<file path="src/rtl/key_debounce_multi.sv">
// key_debounce_multi: N-channel push-button debouncer with press/release,
// long-press and auto-repeat strobes. Each channel is synchronised, filtered
// by consecutive-sample counting and tracked by a small hold FSM.
// All outputs are registered.
module key_debounce_multi #(
  parameter int NUM_KEYS     = 4,
  parameter int ACTIVE_LOW   = 1,
  parameter int DEBOUNCE_CYC = 500000,
  parameter int LONG_CYC     = 100000000,
  parameter int REPEAT_CYC   = 20000000
) (
  input  logic                clk,
  input  logic                rst,
  input  logic [NUM_KEYS-1:0] key_in,
  output logic [NUM_KEYS-1:0] key_state,
  output logic [NUM_KEYS-1:0] key_press,
  output logic [NUM_KEYS-1:0] key_release,
  output logic [NUM_KEYS-1:0] key_long,
  output logic [NUM_KEYS-1:0] key_repeat
);

  localparam int DW   = $clog2(DEBOUNCE_CYC + 1);
  localparam int HMAX = (LONG_CYC > REPEAT_CYC) ? LONG_CYC : REPEAT_CYC;
  localparam int HW   = $clog2(HMAX + 1);

  localparam logic [DW-1:0] DCNT_ZERO = DW'(0);
  localparam logic [DW-1:0] DCNT_ONE  = DW'(1);
  localparam logic [DW-1:0] DCNT_LAST = DW'(DEBOUNCE_CYC - 1);

  localparam logic [HW-1:0] HCNT_ZERO = HW'(0);
  localparam logic [HW-1:0] HCNT_ONE  = HW'(1);
  localparam logic [HW-1:0] LONG_LAST = HW'(LONG_CYC - 1);
  // Repeat terminal count is only meaningful when repeat is enabled.
  localparam logic [HW-1:0] REP_LAST  = HW'((REPEAT_CYC > 0) ? (REPEAT_CYC - 1) : 0);
  localparam logic          REPEAT_EN = (REPEAT_CYC > 0) ? 1'b1 : 1'b0;

  // Pin level that means "not pressed"; also the sample polarity flip.
  localparam logic                POL       = (ACTIVE_LOW != 0) ? 1'b1 : 1'b0;
  localparam logic [NUM_KEYS-1:0] REL_LEVEL = {NUM_KEYS{POL}};
  localparam logic [NUM_KEYS-1:0] KEYS_ZERO = {NUM_KEYS{1'b0}};

  // Hold FSM encoding
  localparam logic [1:0] ST_IDLE = 2'd0;
  localparam logic [1:0] ST_HELD = 2'd1;
  localparam logic [1:0] ST_LONG = 2'd2;

  logic [NUM_KEYS-1:0] sync1_q, sync1_d;
  logic [NUM_KEYS-1:0] sync2_q, sync2_d;
  logic [NUM_KEYS-1:0] key_state_q, key_state_d;
  logic [NUM_KEYS-1:0] key_press_q, key_press_d;
  logic [NUM_KEYS-1:0] key_release_q, key_release_d;
  logic [NUM_KEYS-1:0] key_long_q, key_long_d;
  logic [NUM_KEYS-1:0] key_repeat_q, key_repeat_d;
  logic [DW-1:0]       dcnt_q   [NUM_KEYS];
  logic [DW-1:0]       dcnt_d   [NUM_KEYS];
  logic [HW-1:0]       hcnt_q   [NUM_KEYS];
  logic [HW-1:0]       hcnt_d   [NUM_KEYS];
  logic [1:0]          hstate_q [NUM_KEYS];
  logic [1:0]          hstate_d [NUM_KEYS];

  // Combinational per-channel helpers
  logic [NUM_KEYS-1:0] sample_s;
  logic [NUM_KEYS-1:0] press_ev_s;
  logic [NUM_KEYS-1:0] release_ev_s;

  // Next-state logic: synchroniser, debounce counter, event detect, hold FSM.
  always_comb begin
    sync1_d       = key_in;
    sync2_d       = sync1_q;
    key_state_d   = key_state_q;
    key_press_d   = KEYS_ZERO;
    key_release_d = KEYS_ZERO;
    key_long_d    = KEYS_ZERO;
    key_repeat_d  = KEYS_ZERO;
    sample_s      = sync2_q ^ REL_LEVEL;
    press_ev_s    = KEYS_ZERO;
    release_ev_s  = KEYS_ZERO;

    for (int i = 0; i < NUM_KEYS; i++) begin
      dcnt_d[i]   = dcnt_q[i];
      hcnt_d[i]   = hcnt_q[i];
      hstate_d[i] = hstate_q[i];

      // Debounce: any agreeing sample restarts the run.
      if (sample_s[i] == key_state_q[i]) begin
        dcnt_d[i] = DCNT_ZERO;
      end else if (dcnt_q[i] == DCNT_LAST) begin
        key_state_d[i]  = sample_s[i];
        dcnt_d[i]       = DCNT_ZERO;
        press_ev_s[i]   = sample_s[i];
        release_ev_s[i] = ~sample_s[i];
      end else begin
        dcnt_d[i] = dcnt_q[i] + DCNT_ONE;
      end

      key_press_d[i]   = press_ev_s[i];
      key_release_d[i] = release_ev_s[i];

      // Hold FSM is driven by the same-cycle accept so that key_long lands
      // exactly LONG_CYC cycles after key_press. Release wins over any strobe.
      if (release_ev_s[i]) begin
        hstate_d[i] = ST_IDLE;
        hcnt_d[i]   = HCNT_ZERO;
      end else begin
        case (hstate_q[i])
          ST_IDLE: begin
            if (press_ev_s[i]) begin
              hstate_d[i] = ST_HELD;
              hcnt_d[i]   = HCNT_ZERO;
            end else begin
              hcnt_d[i]   = HCNT_ZERO;
            end
          end
          ST_HELD: begin
            if (hcnt_q[i] == LONG_LAST) begin
              key_long_d[i] = 1'b1;
              hstate_d[i]   = ST_LONG;
              hcnt_d[i]     = HCNT_ZERO;
            end else begin
              hcnt_d[i]     = hcnt_q[i] + HCNT_ONE;
            end
          end
          ST_LONG: begin
            if (!REPEAT_EN) begin
              hcnt_d[i] = HCNT_ZERO;
            end else if (hcnt_q[i] == REP_LAST) begin
              key_repeat_d[i] = 1'b1;
              hcnt_d[i]       = HCNT_ZERO;
            end else begin
              hcnt_d[i]       = hcnt_q[i] + HCNT_ONE;
            end
          end
          default: begin
            hstate_d[i] = ST_IDLE;
            hcnt_d[i]   = HCNT_ZERO;
          end
        endcase
      end
    end
  end

  // State registers; reset parks every channel as released and idle.
  always_ff @(posedge clk) begin
    if (rst) begin
      sync1_q       <= REL_LEVEL;
      sync2_q       <= REL_LEVEL;
      key_state_q   <= KEYS_ZERO;
      key_press_q   <= KEYS_ZERO;
      key_release_q <= KEYS_ZERO;
      key_long_q    <= KEYS_ZERO;
      key_repeat_q  <= KEYS_ZERO;
      for (int i = 0; i < NUM_KEYS; i++) begin
        dcnt_q[i]   <= DCNT_ZERO;
        hcnt_q[i]   <= HCNT_ZERO;
        hstate_q[i] <= ST_IDLE;
      end
    end else begin
      sync1_q       <= sync1_d;
      sync2_q       <= sync2_d;
      key_state_q   <= key_state_d;
      key_press_q   <= key_press_d;
      key_release_q <= key_release_d;
      key_long_q    <= key_long_d;
      key_repeat_q  <= key_repeat_d;
      for (int i = 0; i < NUM_KEYS; i++) begin
        dcnt_q[i]   <= dcnt_d[i];
        hcnt_q[i]   <= hcnt_d[i];
        hstate_q[i] <= hstate_d[i];
      end
    end
  end

  assign key_state   = key_state_q;
  assign key_press   = key_press_q;
  assign key_release = key_release_q;
  assign key_long    = key_long_q;
  assign key_repeat  = key_repeat_q;

endmodule

</file>
<file path="config.mk">
export PLATFORM = sky130hd
export DESIGN_NAME = key_debounce_multi
export DESIGN_NICKNAME = d
export VERILOG_FILES = /design/src/rtl/key_debounce_multi.sv
export SDC_FILE = /design/constraint.sdc
export NUM_CORES = 1
export LEC_CHECK = 0
export BUFFER_PORTS_ARGS = -buffer_cell sky130_fd_sc_hd__buf_2
export CAP_MARGIN = 20
export CORE_MARGIN = 3
export CORE_UTILIZATION = 30
export CTS_CLUSTER_SIZE = 16
export DETAILED_ROUTE_END_ITERATION = 10
export HOLD_SLACK_MARGIN = 0.06
export SKIP_CTS_REPAIR_TIMING = 1
export SYNTH_ARGS = -nofsm -noshare
export SYNTH_HDL_FRONTEND = slang
export SYNTH_SLANG_ARGS = --single-unit
</file>
<file path="constraint.sdc">
create_clock -name clk -period 4.9 [get_ports clk]
set_clock_uncertainty 0.2 [all_clocks]
set_input_delay 0.245 -clock clk [delete_from_list [all_inputs] [get_ports clk]]
set_output_delay 0.245 -clock clk [all_outputs]
set_load 0.1 [all_outputs]
</file>
==> results of run 1 <==
==> per-stage QoR <==
stage	utilization (%)	std cells	hold WS, ns
after detailed placement	32.5	1556	0.195
after CTS	35.3	1600	-0.323
after floorplan	-	1120	0.149
after global placement	32.5	1555	0.191
after global routing	35.6	1610	0.240
final	35.6	1610	0.208
==> layout make-up <==
| type | instances | area (µm²) | area share [%] |
|---|---|---|---|
| Timing Repair Buffer | 38 | 245 | 2.16 |
| Inverter | 33 | 124 | 1.09 |
| Tap cell | 435 | 544 | 4.78 |
| Clock inverter | 7 | 116 | 1.02 |
| Clock buffer | 37 | 761 | 6.69 |
| Sequential cell | 220 | 4400 | 38.7 |
| Multi-Input combinational cell | 840 | 5180 | 45.5 |
==> metal layers <==
layer  vias up  global-route usage, %  wire (µm)
li1       3956                      -          -
met1      3602                   14.8       9690
met2        85                   17.5       8680
met3        25                   1.95        707
met4         0                   2.51        312
met5         -                      0          0
==> where the power goes <==
| part | switching [mW] | leakage [nW] | total (mW) | internal (mW) |
|---|---|---|---|---|
| Clock | 0.722 | 0.431 | 1.95 | 1.23 |
| Sequential | 0.00298 | 1.77 | 1.80 | 1.79 |
| Combinational | 0.0171 | 1.50 | 0.0283 | 0.0112 |
| Total | 0.743 | 3.71 | 3.77 | 3.03 |
==> logic make-up after synthesis <==
| logic type | share of synthesized area, % |
|---|---|
| multiplexers | 0.101 |
| AO/OA/AOI/OAI | 3.29 |
| adder cells (fa/ha/maj) | 2.66 |
| flip-flops | 44.6 |
| buffers and inverters | 2.93 |
| XOR/XNOR | 14.8 |
| AND/OR/NAND/NOR | 31.6 |
==> synthesized netlist by cell type (4+ instances only) <==
master    instances  area [µm²]
clkbuf_1         14        52.6
nand4b_1          6        52.6
and3_1           42         263
a41oi_1           4        35.0
nor2_1          229         860
and2_1            6        37.5
nand3_1          72         360
nor4bb_1          7        70.1
xnor2_1          63         552
and4_1           20         175
nor4b_1          10        87.6
nor3_1           21         105
nand4_1          55         344
buf_6             7        78.8
nand2_1          70         263
nor4_1           24         150
a21oi_1          11        55.1
or2_2            15        93.8
or3_1             6        37.5
o21ai_0           6        30.0
inv_1            33         124
dfxtp_1         220        4400
xor2_1          104         911
ha_1             21         263
or4_1             9        67.6
==> how the worst max path moves through the flow <==
| stage | startpoint | endpoint | slack (ns) | cells after the start |
|---|---|---|---|---|
| 2_1_floorplan | hstate_q[0][0] | hstate_q[0][0] | 2.60 | 6 |
| 3_3_place_gp | hcnt_q[3][0] | hcnt_q[3][7] | 2.03 | 6 |
| 3_5_place_dp | hcnt_q[3][0] | hcnt_q[3][5] | 1.89 | 6 |
| 4_1_cts | hcnt_q[3][0] | hcnt_q[3][24] | 1.80 | 6 |
| 5_1_grt | hcnt_q[0][18] | hcnt_q[0][12] | 1.97 | 5 |
| 6_report | hcnt_q[0][18] | hcnt_q[0][11] | 2.20 | 5 |
==> worst max-delay path: cells and delay by family (launching register included) <==
kind             cells  cell delay (ns)
AO/OA/AOI/OAI        2             0.85
flip-flops           1             0.36
AND/OR/NAND/NOR      3             1.12
==> registers in the layout, indices dropped and copies added (netlist names) <==
| register | flops |
|---|---|
| sync1_q | 4 |
| key_long | 4 |
| key_repeat | 4 |
| key_state | 4 |
| sync2_q | 4 |
| key_release | 4 |
| hstate_q | 8 |
| dcnt_q | 76 |
| key_press | 4 |
| hcnt_q | 108 |
==> cells in the final DEF, fill, tap and decap left out, types with 24 or more instances in the layout <==
| master | n |
|---|---|
| inv_1 | 33 |
| buf_2 | 26 |
| nand2_1 | 70 |
| clkbuf_16 | 25 |
| and3_1 | 42 |
| nor4_1 | 24 |
| xor2_1 | 104 |
| nor2_1 | 229 |
| xnor2_1 | 63 |
| nand3_1 | 72 |
| dfxtp_1 | 220 |
| nand4_1 | 55 |
==> results.toml, run 1 <==
[outcome]
status = "completed"

[routing]
drc_errors = 0
wl_per_cell_um = 12.0
vias = 7668
firstDrtPassIters = 4
drtIter0Drc = 459
routed_wl_um = 19400
viasPerCell = 4.76
ant_nets = 0

[clock_network]
cts_tree = "done"
cts_buffer_depth = 3
cts_sinks = 220
clk_pin_slew_ns = 0.06
clkLatencyLatePin_ns = 0.52
cts_max_level = 1
root_buffer = "clkbuf_16"
cts_made_buffers = 25

[yosys]
yosys_warnings = 0
synthesis.area_per_instance_um2 = 8.82
synthesis.nets = 1147
netlist_area_mm2 = 0.00987
synthFlopType = "dfxtp_1"
synth_seq_cells = 220
synth.yosys.seq_area_share_pct = 44.6
async_flop_share_pct = 0
syn_inst = 1120
synth_edf_count = 0
synth.distinct_cells = 58

[worst_hold_path]
holdPathEnd = "sync2_q[2]"
worstHoldStart = "sync1_q[2]"
hold_path_class = "reg -> reg"
min_path_cells = 1

[floorplan]
row_count = 65
core_mm2 = 0.0320
die_w_um = 187
io_pins = 26
dieHeight_um = 187
die_area_mm2 = 0.0351
initial_utilization_pct = 30.9

[timing]
final.min_clock_period_ns = 2.70
postLayoutSetupSlackWorst_ns = 2.20
setup_viol = 0
tns_ns = 0
hold_violations = 0
worstMarginPinSlew_ns = 0.998
fmax_mhz = 370
max-slew-margin-rel_pct = 32.9
grt_setup_unrepaired = "false"
finalMaxSlewViolations = 0
period_share_pct = 55.1

[power_and_ir_drop]
peakVddDrop_mv = 0.263
power_mw = 3.77
p_leak_nw = 3.71
powerDensity_mw_per_mm2 = 332

[place]
dp_slack_ns = 1.89
place_area_mm2 = 0.0104
numPortBuffers = 25
dp.final_hpwl_um = 13300
gp_congestion = 0.755

[critical_path]
worstReg2RegStart = "hcnt_q[0][18]"
crit_path_max_fanout = 27
cp_cell_sequence = "or4_1, or4_1, a22oi_1, a211o_1, nor2_1"
criticalPathCategory = "reg -> reg"
worstPathRequired_ns = 5.06
start_kind = "flop"
r2r_end = "hcnt_q[0][11]"
worst_path_largest_cell_delay_ns = 0.69
crit_path_frequent_cell = "or4_1"
critPathArrivalTime_ns = 2.86
slowest_stage = "a211o_1"
reg2reg_slack_ns = 2.20
end_kind = "flop"
ff2ff_path_depth = 5

[final_layout]
insertedDiodeCount = 0
area.growth.synth_to_final_pct = 15.2
fill_cells = 3270
drive_gt1_share_pct = 8.00
final_nets = 1185
fin_area_mm2 = 0.0114

[global_route]
antenna_found_initial = 0
grt_overflow = 0
grt_pass1_vias = 7077
grt_pass1_wl_um = 33400
grt_max_degree = 28
track_usage_pct = 10.7

[run]
max_cap_viol_count = 0
(Power assumes the default switching activity.)
==> inputs of run 2 (changes only) <==
clock period = 2.6 ns   (was 4.9 ns; I/O delays follow)
==> run 2 against run 1 <==
Against the previous run:
- hold slack lost 0.023 ns
- critical path type unchanged
- routed wire length grew 0.40%
- flip-flop and latch count is the same
- utilization grew 0.34 points
- count of clock-buffer cells in the layout is the same
- maximum frequency grew 11%
- critical endpoint is now hstate_q[0][0]
- sequential power grew 88%
==> results.toml, run 2 (synthesis results as in run 1) <==
[floorplan]
io_pins = 26
core_mm2 = 0.0320
die_w_um = 187
dieHeight_um = 187
initial_utilization_pct = 30.9
die_area_mm2 = 0.0351
row_count = 65

[routing]
drtIter0Drc = 461
ant_nets = 0
wl_per_cell_um = 12.0
routed_wl_um = 19500
viasPerCell = 4.75
vias = 7731
drc_errors = 0
firstDrtPassIters = 4

[critical_path]
cp_cell_sequence = "inv_1, ha_1, or4b_2, o32a_1, or3_1, a21oi_1"
critPathLaunch = "hstate_q[0][0]"
slowest_stage = "or4b_2"
worstReg2RegStart = "hstate_q[0][0]"
start_kind = "flop"
critPathArrivalTime_ns = 2.69
crit_path_max_fanout = 5
worstPathRequired_ns = 2.85
criticalPathCategory = "reg -> reg"
r2r_end = "hstate_q[0][0]"
end_kind = "flop"
reg2reg_slack_ns = 0.16
worst_path_largest_cell_delay_ns = 0.69
crit_end = "hstate_q[0][0]"
ff2ff_path_depth = 6

[power_and_ir_drop]
peakVddDrop_mv = 0.466
powerDensity_mw_per_mm2 = 603
p_leak_nw = 3.78
power_mw = 6.92

[place]
gp_congestion = 0.785
dp_cells = 1575
dp.final_hpwl_um = 13400
dp_slack_ns = 0.207
numPortBuffers = 25

[clock_network]
cts_max_level = 1
cts_tree = "done"
cts_sinks = 220
root_buffer = "clkbuf_16"
clkLatencyLatePin_ns = 0.51
cts_buffer_depth = 3
cts_made_buffers = 24
clk_pin_slew_ns = 0.06

[global_route]
antenna_found_initial = 0
track_usage_pct = 10.8
grt_max_degree = 28
grt_overflow = 0
grt_pass1_vias = 7112
grt_pass1_wl_um = 33600

[timing]
tns_ns = 0
max-slew-margin-rel_pct = 58.3
period_share_pct = 93.8
finalMaxSlewViolations = 0
final.min_clock_period_ns = 2.44
setup_viol = 0
fmax_mhz = 410
postLayoutSetupSlackWorst_ns = 0.162
worstMarginPinSlew_ns = 0.621
grt_setup_unrepaired = "false"
hold_violations = 0

[outcome]
status = "completed"

[final_layout]
layout_common_cells = "nor2_1 (229), dfxtp_1 (220), xor2_1 (104)"
insertedDiodeCount = 0
final_nets = 1201
drive_gt1_share_pct = 9.07
area.growth.synth_to_final_pct = 16.3
largest_reg_flops = 108
fin_cells = 1626
final_common_cell = "nor2_1"
regMostFlops = "hcnt_q"
top_regs = "hcnt_q x108, dcnt_q x76, hstate_q x8"

[run]
max_cap_viol_count = 0

[worst_hold_path]
hold_path_class = "in -> reg"
min_path_cells = 3
run 2: critical path, delay by kind of cell, from the launching register on:
kind | cells | cell delay [ns]
DFF | 1 | 0.33
adders and majority gates | 1 | 0.26
buffers and inverters | 1 | 0.07
and+or+nand+nor | 2 | 1.04
AOI/OAI and AO/OA | 2 | 0.48
run 2: how the worst min path moves through the flow:
stage,slack (ns),startpoint,to
final,0.19,key_in[1],sync1_q[1]
after global routing,0.21,key_in[1],sync1_q[1]
after CTS,-0.43,key_in[2],sync1_q[2]
after detailed placement,0.12,key_in[2],sync1_q[2]
after global placement,0.11,key_in[2],sync1_q[2]
after floorplan,0.03,key_in[0],sync1_q[0]
run 2: power by group:
| group | internal [mW] | switching, mW | leakage (nW) | total [mW] |
|---|---|---|---|---|
| clock network | 2.15 | 1.33 | 0.408 | 3.48 |
| logic | 0.0245 | 0.0318 | 1.60 | 0.0563 |
| registers | 3.38 | 0.00527 | 1.77 | 3.38 |
| total | 5.55 | 1.37 | 3.78 | 6.92 |
run 2: routing by layer:
layer	GRT usage [%]	share of wire, %
met1	15.3	50
met2	17.3	44
met3	1.87	3.7
met4	2.60	2.1
met5	0	0
run 2: metrics by stage:
stage          hold slack [ns]  util, %  area, µm²
2_1_floorplan           0.0338        -       9870
3_3_place_gp             0.112     33.1      10600
3_5_place_dp             0.117     33.1      10600
4_1_cts                 -0.426     35.7      11400
5_1_grt                  0.208     35.9      11500
6_report                 0.185     35.9      11500
run 2: layout make-up:
cell class | instances | area, µm²
Timing Repair Buffer | 55 | 408
Tap cell | 435 | 544
Clock buffer | 37 | 741
Inverter | 33 | 124
Sequential cell | 220 | 4400
Clock inverter | 6 | 83.8
Fill cell | 3284 | 20500
Multi-Input combinational cell | 840 | 5180
==> inputs of run 3 (changes only) <==
SETUP_SLACK_MARGIN = 0.5   (was default)
==> run 3 against run 2 <==
Against the previous run:
- clock power grew 13%
- largest power group unchanged
- flip-flop and latch count is the same
- sequential share of layout area shrank 2.3 points
- via count grew 2.1%
- maximum frequency grew 11%
==> results.toml, run 3 (synthesis results as in run 1) <==
[place]
dp.final_hpwl_um = 13600
gp_congestion = 0.800
numPortBuffers = 25

[timing]
whs_ns = 0.143
fmax_mhz = 456
setup_viol = 0
hold_violations = 0
max-slew-margin-rel_pct = 59.9
worstMarginPinSlew_ns = 0.598
tns_ns = 0
period_share_pct = 84.4
finalMaxSlewViolations = 0
grt_setup_unrepaired = "true"
final.min_clock_period_ns = 2.19

[clock_network]
root_buffer = "clkbuf_16"
clkLatencyLatePin_ns = 0.52
cts_buffer_depth = 3
cts_tree = "done"
cts_max_level = 1
cts_made_buffers = 25
cts_sinks = 220
clk_pin_slew_ns = 0.07

[critical_path]
critPathArrivalTime_ns = 2.40
crit_path_max_fanout = 7
worstReg2RegStart = "hcnt_q[0][15]"
reg2reg_slack_ns = 0.41
critPathLaunch = "hcnt_q[0][15]"
r2r_end = "hcnt_q[0][21]"
end_kind = "flop"
criticalPathCategory = "reg -> reg"
ff2ff_path_depth = 6
worstPathRequired_ns = 2.80
start_kind = "flop"
crit_end = "hcnt_q[0][21]"

[routing]
viasPerCell = 4.79
routed_wl_um = 21400
drtIter0Drc = 410
firstDrtPassIters = 5
vias = 7891
wl_per_cell_um = 13.0
ant_nets = 0
drc_errors = 0

[final_layout]
final_common_cell = "nor2_1"
largest_reg_flops = 108
drive_gt1_share_pct = 18.7
final_nets = 1223
regMostFlops = "hcnt_q"
area.growth.synth_to_final_pct = 25.0
insertedDiodeCount = 0
layout_common_cells = "nor2_1 (208), dfxtp_1 (194), xor2_1 (104)"
top_regs = "hcnt_q x108, dcnt_q x76, hstate_q x8"

[global_route]
grt_pass1_vias = 7531
grt_pass1_wl_um = 35400
grt_overflow = 0
antenna_found_initial = 0
track_usage_pct = 11.4
grt_max_degree = 28

[floorplan]
io_pins = 26
die_area_mm2 = 0.0351
dieHeight_um = 187
core_mm2 = 0.0320
die_w_um = 187
row_count = 65
initial_utilization_pct = 30.9

[outcome]
status = "completed"

[run]
max_cap_viol_count = 0

[power_and_ir_drop]
powerDensity_mw_per_mm2 = 597
peakVddDrop_mv = 0.404
power_mw = 7.37
p_leak_nw = 4.13

[worst_hold_path]
hold_path_class = "in -> reg"
run 3: cell types whose count changed in the layout (fill, tap and decap cells not counted), sizes merged:
cell         previous run  this run
a41oi                   4         5
buf                    47        64
bufinv                  2         6
clkbuf                 37        36
clkinv                  4         5
dlygate4sd3             8         6
nand4b                  7        10
run 3: final cells by class:
type / instances / area [µm²]
tap: 435 / 544
clock buffer: 34 / 729
clock inverter: 11 / 205
multi-input combinational: 844 / 5710
sequential: 220 / 4450
inverter: 33 / 124
timing repair buffer: 72 / 581
fill: 3159 / 19600
run 3: worst min-delay path by stage:
stage                             to      start  cells after the start
after floorplan           sync1_q[0]  key_in[0]                      1
after global placement    sync1_q[1]  key_in[1]                      2
after detailed placement  sync1_q[1]  key_in[1]                      2
after CTS                 sync1_q[1]  key_in[1]                      2
after global routing      sync1_q[2]  key_in[2]                      3
final                     sync1_q[2]  key_in[2]                      3
run 3: where the power goes:
group / total [mW] / switching [mW] / internal (mW)
Clock: 3.93 / 1.38 / 2.55
Sequential: 3.38 / 0.00677 / 3.37
Combinational: 0.0583 / 0.0351 / 0.0232
Total: 7.37 / 1.42 / 5.94
run 3: worst max-delay path: stages (launching register included):
cell       delay [ns]
dfxtp_2          0.34
or4_1            0.51
or4_4            0.44
a22oi_2          0.16
a211o_4          0.22
clkbuf_16        0.17
nor2_1           0.04
run 3: metrics by stage:
step           cells  utilization [%]  setup WS (ns)  cell area, µm²
5_1_grt         1649             38.6          0.303           12300
6_report        1649             38.6          0.405           12300
3_5_place_dp    1572             33.3          0.279           10600
4_1_cts         1617             36.2          0.272           11600
3_3_place_gp    1572             33.3          0.349           10600
2_1_floorplan   1120                -          0.489            9960
run 3: routing by layer:
layer	share of wire [%]	global-route usage, %	up-vias
met5	0	0	-
met4	2.5	3.23	0
met1	49	15.8	3701
li1	-	-	4044
met2	45	18.2	112
met3	3.9	2.29	34
